### src/rtl/sysid_pkg.sv
// Shared register map, CONTROL bit positions and byte-lane merge helper
// for the system-identification slave.
package sysid_pkg;

  localparam logic [2:0] ADDR_ID      = 3'd0;
  localparam logic [2:0] ADDR_TS      = 3'd1;
  localparam logic [2:0] ADDR_UP_LO   = 3'd2;
  localparam logic [2:0] ADDR_UP_HI   = 3'd3;
  localparam logic [2:0] ADDR_SEC     = 3'd4;
  localparam logic [2:0] ADDR_SCRATCH = 3'd5;
  localparam logic [2:0] ADDR_CTRL    = 3'd6;

  localparam int CTRL_CLEAR_BIT  = 0;
  localparam int CTRL_FREEZE_BIT = 1;

  function automatic logic [31:0] byte_merge(input logic [31:0] old_val,
                                             input logic [31:0] new_val,
                                             input logic [3:0]  be);
    logic [31:0] res;
    res = old_val;
    for (int i = 0; i < 4; i++)
      if (be[i]) res[8*i +: 8] = new_val[8*i +: 8];
    return res;
  endfunction

endpackage

### src/rtl/sysid_tick_gen.sv
// Prescaler dividing the clock down to a 32-bit seconds count.
// Clear zeroes both counters and beats freeze; freeze holds both.
module sysid_tick_gen #(
  parameter int unsigned CLK_FREQ_HZ = 50000000
) (
  input  logic        clock,
  input  logic        reset_n,
  input  logic        clear,
  input  logic        freeze,
  output logic [31:0] seconds
);

  localparam int PRESC_W = $clog2(CLK_FREQ_HZ);
  localparam logic [PRESC_W-1:0] PRESC_LAST = PRESC_W'(CLK_FREQ_HZ - 1);

  logic [PRESC_W-1:0] prescaler;

  always_ff @(posedge clock or negedge reset_n) begin
    if (!reset_n) begin
      prescaler <= '0;
      seconds   <= '0;
    end else if (clear) begin
      prescaler <= '0;
      seconds   <= '0;
    end else if (!freeze) begin
      if (prescaler == PRESC_LAST) begin
        prescaler <= '0;
        seconds   <= seconds + 32'd1;
      end else begin
        prescaler <= prescaler + 1'b1;
      end
    end
  end

endmodule

### src/rtl/sysid_uptime_slave.sv
// Avalon-MM system-ID slave: ID, build time, atomic 64-bit uptime, seconds, scratch, control.
// Read latency is fixed at one cycle; no waitrequest, every access completes.
module sysid_uptime_slave
  import sysid_pkg::*;
#(
  parameter logic [31:0] SYSTEM_ID       = 32'h0000_0001,
  parameter logic [31:0] BUILD_TIMESTAMP = 32'h0000_0000,
  parameter int unsigned CLK_FREQ_HZ     = 50000000,
  parameter logic [31:0] SCRATCH_RESET   = 32'h0000_0000
) (
  input  logic        clock,
  input  logic        reset_n,
  input  logic [2:0]  address,
  input  logic        read,
  input  logic        write,
  input  logic [31:0] writedata,
  input  logic [3:0]  byteenable,
  output logic [31:0] readdata,
  output logic        readdatavalid
);

  logic [63:0] uptime;
  logic [31:0] snap_hi;
  logic [31:0] scratch;
  logic        freeze;
  logic [31:0] seconds;
  logic [31:0] rd_mux;
  logic        ctrl_wr;
  logic        clear;

  assign ctrl_wr = write && (address == ADDR_CTRL);
  assign clear   = ctrl_wr && writedata[CTRL_CLEAR_BIT];

  sysid_tick_gen #(.CLK_FREQ_HZ(CLK_FREQ_HZ)) u_tick_gen (
    .clock   (clock),
    .reset_n (reset_n),
    .clear   (clear),
    .freeze  (freeze),
    .seconds (seconds)
  );

  always_comb begin
    rd_mux = '0;
    case (address)
      ADDR_ID:      rd_mux = SYSTEM_ID;
      ADDR_TS:      rd_mux = BUILD_TIMESTAMP;
      ADDR_UP_LO:   rd_mux = uptime[31:0];
      ADDR_UP_HI:   rd_mux = snap_hi;
      ADDR_SEC:     rd_mux = seconds;
      ADDR_SCRATCH: rd_mux = scratch;
      ADDR_CTRL:    rd_mux = {30'd0, freeze, 1'b0};
      default:      rd_mux = '0;
    endcase
  end

  // Read path samples pre-edge state, so a simultaneous write is seen by the next read only.
  always_ff @(posedge clock or negedge reset_n) begin
    if (!reset_n) begin
      readdata      <= '0;
      readdatavalid <= 1'b0;
      snap_hi       <= '0;
    end else begin
      readdatavalid <= read;
      if (read) readdata <= rd_mux;
      if (read && (address == ADDR_UP_LO)) snap_hi <= uptime[63:32];
    end
  end

  always_ff @(posedge clock or negedge reset_n) begin
    if (!reset_n) begin
      scratch <= SCRATCH_RESET;
      freeze  <= 1'b0;
    end else begin
      if (write && (address == ADDR_SCRATCH))
        scratch <= byte_merge(scratch, writedata, byteenable);
      if (ctrl_wr) freeze <= writedata[CTRL_FREEZE_BIT];
    end
  end

  always_ff @(posedge clock or negedge reset_n) begin
    if (!reset_n)     uptime <= '0;
    else if (clear)   uptime <= '0;
    else if (!freeze) uptime <= uptime + 64'd1;
  end

endmodule
### config.mk
export PLATFORM = sky130hd
export DESIGN_NAME = sysid_uptime_slave
export DESIGN_NICKNAME = d
export VERILOG_FILES = /design/src/rtl/sysid_pkg.sv /design/src/rtl/sysid_tick_gen.sv /design/src/rtl/sysid_uptime_slave.sv
export SDC_FILE = /design/constraint.sdc
export NUM_CORES = 1
export LEC_CHECK = 0
export ABC_CLOCK_PERIOD_IN_PS = 2750
export CAP_MARGIN = 30
export CORE_ASPECT_RATIO = 2
export CORE_MARGIN = 2
export CORE_UTILIZATION = 35
export DETAILED_ROUTE_END_ITERATION = 10
export GPL_TIMING_DRIVEN = 0
export SLEW_MARGIN = 30
export SYNTH_ARGS = -nofsm -noshare
export SYNTH_HDL_FRONTEND = slang
export SYNTH_SLANG_ARGS = --single-unit
### constraint.sdc
create_clock -name clock -period 2.75 [get_ports clock]
set_clock_uncertainty 0.15 [all_clocks]
set_input_delay 0.275 -clock clock [delete_from_list [all_inputs] [get_ports clock]]
set_output_delay 0.275 -clock clock [all_outputs]
set_load 0.02 [all_outputs]
# [Yosys cells after proc, flatten, opt, wreduce, memory -nomap -nowiden]
# Cells that the tools add are included.
[word_totals] ff_bits=220 output_inout_bits=33
[classes] n_addsub=3 eq_ne=7 mux=9 reduce_logical=11
[op_table] cell="$pmux W32 S6" n=1
[op_table] cell="$mux W64" n=2
[op_table] cell="$mux W32" n=3
[op_table] cell="$mux W26" n=3
[op_table] cell="$add A64 B1 Y64 const B" n=1
[op_table] cell="$add A32 B1 Y32 const B" n=1
[op_table] cell="$add A26 B1 Y26 const B" n=1
[op_table] cell="$eq A26 B26 Y1 const B" n=1
[op_table] cell="$reduce_and A2 Y1" n=5
[op_table] cell="$eq A3 B3 Y1 const B" n=3
[op_table] cell="$eq A3 B2 Y1 const B" n=2
[op_table] cell="$logic_and A1 B1 Y1" n=4
[op_table] cell="$logic_not A3 Y1" n=1
[op_table] cell="$ne A2 B1 Y1 const B" n=1
[op_table] cell="$reduce_bool A2 Y1" n=1

# [Logic depth before layout (Yosys ltp)]
[depth] ltp_word=5 depth_mapped=9 depth_no_buf=6

# [Modules after synthesis]
# A second synthesis with hierarchy kept.
[hier_totals] hier_cells=1101 area_unflattened_um2=11238.3
[modules_own_cells] module="sysid_uptime_slave" instances=1 cells_per_inst=752 area_each_um2=8000.2 seq_area_each_um2=4053.9
[modules_own_cells] module="sysid_tick_gen" instances=1 cells_per_inst=349 area_each_um2=3238.1 seq_area_each_um2=1451.4

# [Least setup slack after synthesis]
# No wires, ideal clock.
[synth_timing] path_kind="reg-to-reg" from="register u_tick_gen.prescaler[11]" to="register u_tick_gen.seconds[28]" arrival_time_ns=2.230 setup_slack_ns=0.251 path_stages_with_launch=8 period_less_slack_ns=2.499 cell_sequence="dfrtp_1 > buf_2 > or4_4 > nor4_4 > nand3_1 > clkbuf_1 > o31a_1 > o21a_1"
[synth_between] elab_chain_cells=3
[synth_rtl] item="start: declaration" line_no="sysid_tick_gen.sv:16" rtl="logic [PRESC_W-1:0] prescaler;"
[synth_rtl] item="start signal: assignment" line_no="sysid_tick_gen.sv:30" rtl="prescaler <= prescaler + 1'b1;"
[synth_rtl] item="$eq A26 B26 Y1" line_no="sysid_tick_gen.sv:26" rtl="if (prescaler == PRESC_LAST) begin"
[synth_rtl] item="$reduce_bool A2 Y1 (no source line)"
[synth_rtl] item="$reduce_and A2 Y1 (no source line)"
[synth_rtl] item="end signal: assignment" line_no="sysid_tick_gen.sv:28" rtl="seconds <= seconds + 32'd1;"
[synth_rtl] item="end: declaration" line_no="sysid_tick_gen.sv:10" rtl="output logic [31:0] seconds"
# Every way passes these cells.
# A chain may end at the register's enable or synchronous reset.

# [Worst setup path in the final report]
[layout_timing] from="register u_tick_gen.prescaler[8]" to="register u_tick_gen.seconds[28]"
# The elaborated chain is that of the path after synthesis.

==> impl_metrics.tcl <==
set metrics [dict create \
    placement.io_buffers 73 \
    die_area_um2 32900 \
    nets 1240 \
    whs_path_depth 3 \
    leakagePower_nw 5.18 \
    ys_warn_count 0 \
    htree_levels 1 \
    maxCapViolations 0 \
    place.gp.congestion 0.926 \
    synth_edf_count 0 \
    yosysSeqAreaShare_pct 50.1 \
    hold_violations 0 \
    setup-violations-final 0 \
    clockBufferDepth 3 \
    drtPass1Iterations 6 \
    finalCriticalPeriod_ns 2.67 \
    grt_start_max_net_pins 83 \
    r2r_start "u_tick_gen.prescaler[8]" \
    netlist_area_um2 11000 \
    place.detailed.hpwl_um 27500 \
    period_share_pct 97.0 \
    min_path_type "input port to register" \
    holdPathEnd "readdata[1]" \
    syn_avg_cell_area_um2 10.1 \
    worstSkewPairLatency_ns 0.54 \
    cp-end-kind "register" \
    reg2reg_slack_ns 0.08 \
    rr_worst_depth 7 \
    cts_buffers 22 \
    required_ns 3.00 \
    grt-ovfl-total 0 \
    cts.sinks 220 \
    cts_root_buf "clkbuf_16" \
    coreArea_um2 30900 \
    antennaDiodeCount 0 \
    wl_per_cell_um 22.4 \
    drive_above_1_share_pct 10.8 \
    drt-initial-drc-count 605 \
    worstPathArrival_ns 2.92 \
    synthTopCellsByArea "dfrtp_1, mux2_2, nand3_1, nand4_1, a21oi_1" \
    cts.clk_slew.worst_paths_ns 0.06 \
    tightest_slew_ns 0.910 \
    grt_pass1_wl_um 55900 \
    ys_types 55 \
    grt_util_all_layers_pct 22.5 \
    die_x_um 129 \
    grt_pass1_vias 9712 \
    antenna_found_initial 1 \
    total_power_w 0.00927 \
    cts_tree "yes" \
    fmax_mhz 375 \
    synth_nets 1134 \
    area_growth_pct 20.1 \
    postRouteAntennaNets 0 \
    path_class "register to register" \
    synth-seq-cells 220 \
    fin_hold_ws_ns 0.0658 \
    ios 76 \
    fin_tns_setup_ns 0 \
    dp_cells 1581 \
    slew_headroom_pct 39.3 \
    syn_inst 1087 \
    layout_common_cells "dfrtp_1, clkdlybuf4s50_1, nor2_1, mux2_2, nand3_1" \
    rows 91 \
    timing.rr.end "u_tick_gen.seconds[28]" \
    synth_top_area_cell "dfrtp_1" \
    rsz0062_at_grt "true" \
    fin_util_pct 42.8 \
    power_density_nw_per_um2 702 \
    final_common_cell "dfrtp_1" \
    routed_wl_um 36500 \
    worstHoldStart "address[1]" \
    fin_cells 1626 \
    die_h_um 255 \
    synth_top_area_share_pct 50.1 \
    cp-start-kind "register" \
    start_util_pct 35.6 \
    crit_fanout 10 \
    outcome "completed" \
    route.detailed.drc 0 \
    synth_flop_cell "dfrtp_1" \
    ir_worst_vdd_mv 0.367 \
    viasPerCell 5.76 \
    vias 9358 \
    slew_viol_final 0 \
    async_flop_share_pct 100 \
]
[Yosys cell counts (5+ instances only)]
cell type  instances
and2_1            10
dfrtp_1          220
o21ai_0           38
a21oi_1           57
nor2_1            71
a221oi_1          31
nor3_1            23
o21a_1             7
o22ai_1           32
nor3b_1            6
o31ai_1           23
inv_1             45
nand2_1           58
or3_1             29
mux2_1             5
and4_1            13
and3_1            15
xor2_1            28
nor4_1            18
a22o_1            30
or4_1             29
nand4_1           48
nand3_1           60
mux2_2            59
xnor2_1           24
clkbuf_1          50
[metrics by stage]
| stage | setup WS, ns | instance area (µm²) |
|---|---|---|
| after floorplan | 0.251 | 11000 |
| after global placement | -8.38 | 12200 |
| after detailed placement | -0.493 | 12300 |
| after CTS | 0.0321 | 13200 |
| after global routing | -0.0339 | 13200 |
| final | 0.0819 | 13200 |
[worst max-delay path, stage by stage (launching register included)]
cell and delay, ns:
dfrtp_1 0.44, or4b_1 0.59, nor4_4 0.22, buf_4 0.22
nand3_1 0.18, clkbuf_2 0.25, o31a_1 0.30, o21a_1 0.19
[worst max-delay path by stage]
stage / from / to / slack (ns) / cells after the start
after floorplan: u_tick_gen.prescaler[11] / u_tick_gen.seconds[28] / 0.25 / 7
after global placement: reset_n / uptime[58] / -8.38 / 1
after detailed placement: u_tick_gen.prescaler[12] / u_tick_gen.prescaler[11] / -0.49 / 7
after CTS: uptime[20] / uptime[57] / 0.03 / 6
after global routing: address[0] / scratch[5] / -0.03 / 6
final: u_tick_gen.prescaler[8] / u_tick_gen.seconds[28] / 0.08 / 7
[metal layers]
metal	global-route usage, %	up-vias	wire length [µm]
met1	21.4	4633	12000
met2	43.4	308	19800
met3	2.75	126	1450
met5	0	-	10
met4	15.8	2	3160
li1	-	4289	-
[cell type report]
| type | instances | area, µm² |
|---|---|---|
| Fill cell | 2992 | 17700 |
| Sequential cell | 220 | 5510 |
| Multi-Input combinational cell | 763 | 5150 |
| Timing Repair Buffer | 84 | 881 |
| Clock buffer | 29 | 598 |
| Tap cell | 418 | 523 |
| Buffer | 56 | 224 |
| Inverter | 46 | 173 |
| Clock inverter | 10 | 133 |
[registers in the layout, indices dropped and copies added, names as in the netlist]
register	cells
uptime	64
readdata	32
scratch	32
snap_hi	32
u_tick_gen.seconds	32
u_tick_gen.prescaler	26
freeze	1
readdatavalid	1
[cell families (layout without fill, tap and decap cells)]
family / count (synthesis) / count (layout) / synth area share [%]
AND/OR/NAND/NOR: 404 / 404 / 20.5
AO/OA/AOI/OAI: 235 / 235 / 14.3
flip-flops: 220 / 220 / 50.1
buffers and inverters: 104 / 225 / 3.60
multiplexers: 68 / 68 / 6.92
XOR/XNOR: 52 / 52 / 4.14
adder cells (fa/ha/maj): 4 / 4 / 0.455
[power breakdown]
part | switching, W | internal [W]
sequential | 0.000811 | 0.00382
clock | 0.00136 | 0.00182
combinational | 0.000749 | 0.000712
total | 0.00292 | 0.00635
[timing repair]
| action | 4_1_cts | 5_1_grt |
|---|---|---|
| hold endpoints to repair | 80 | 0 |
| hold buffers | 1 | 0 |
| gates resized for setup | 13 | 12 |
| buffers inserted | 6 | 1 |
| setup endpoints to repair | 60 | 41 |
| pin swaps | 2 | 1 |
Power figures use the tool's default switching activity.
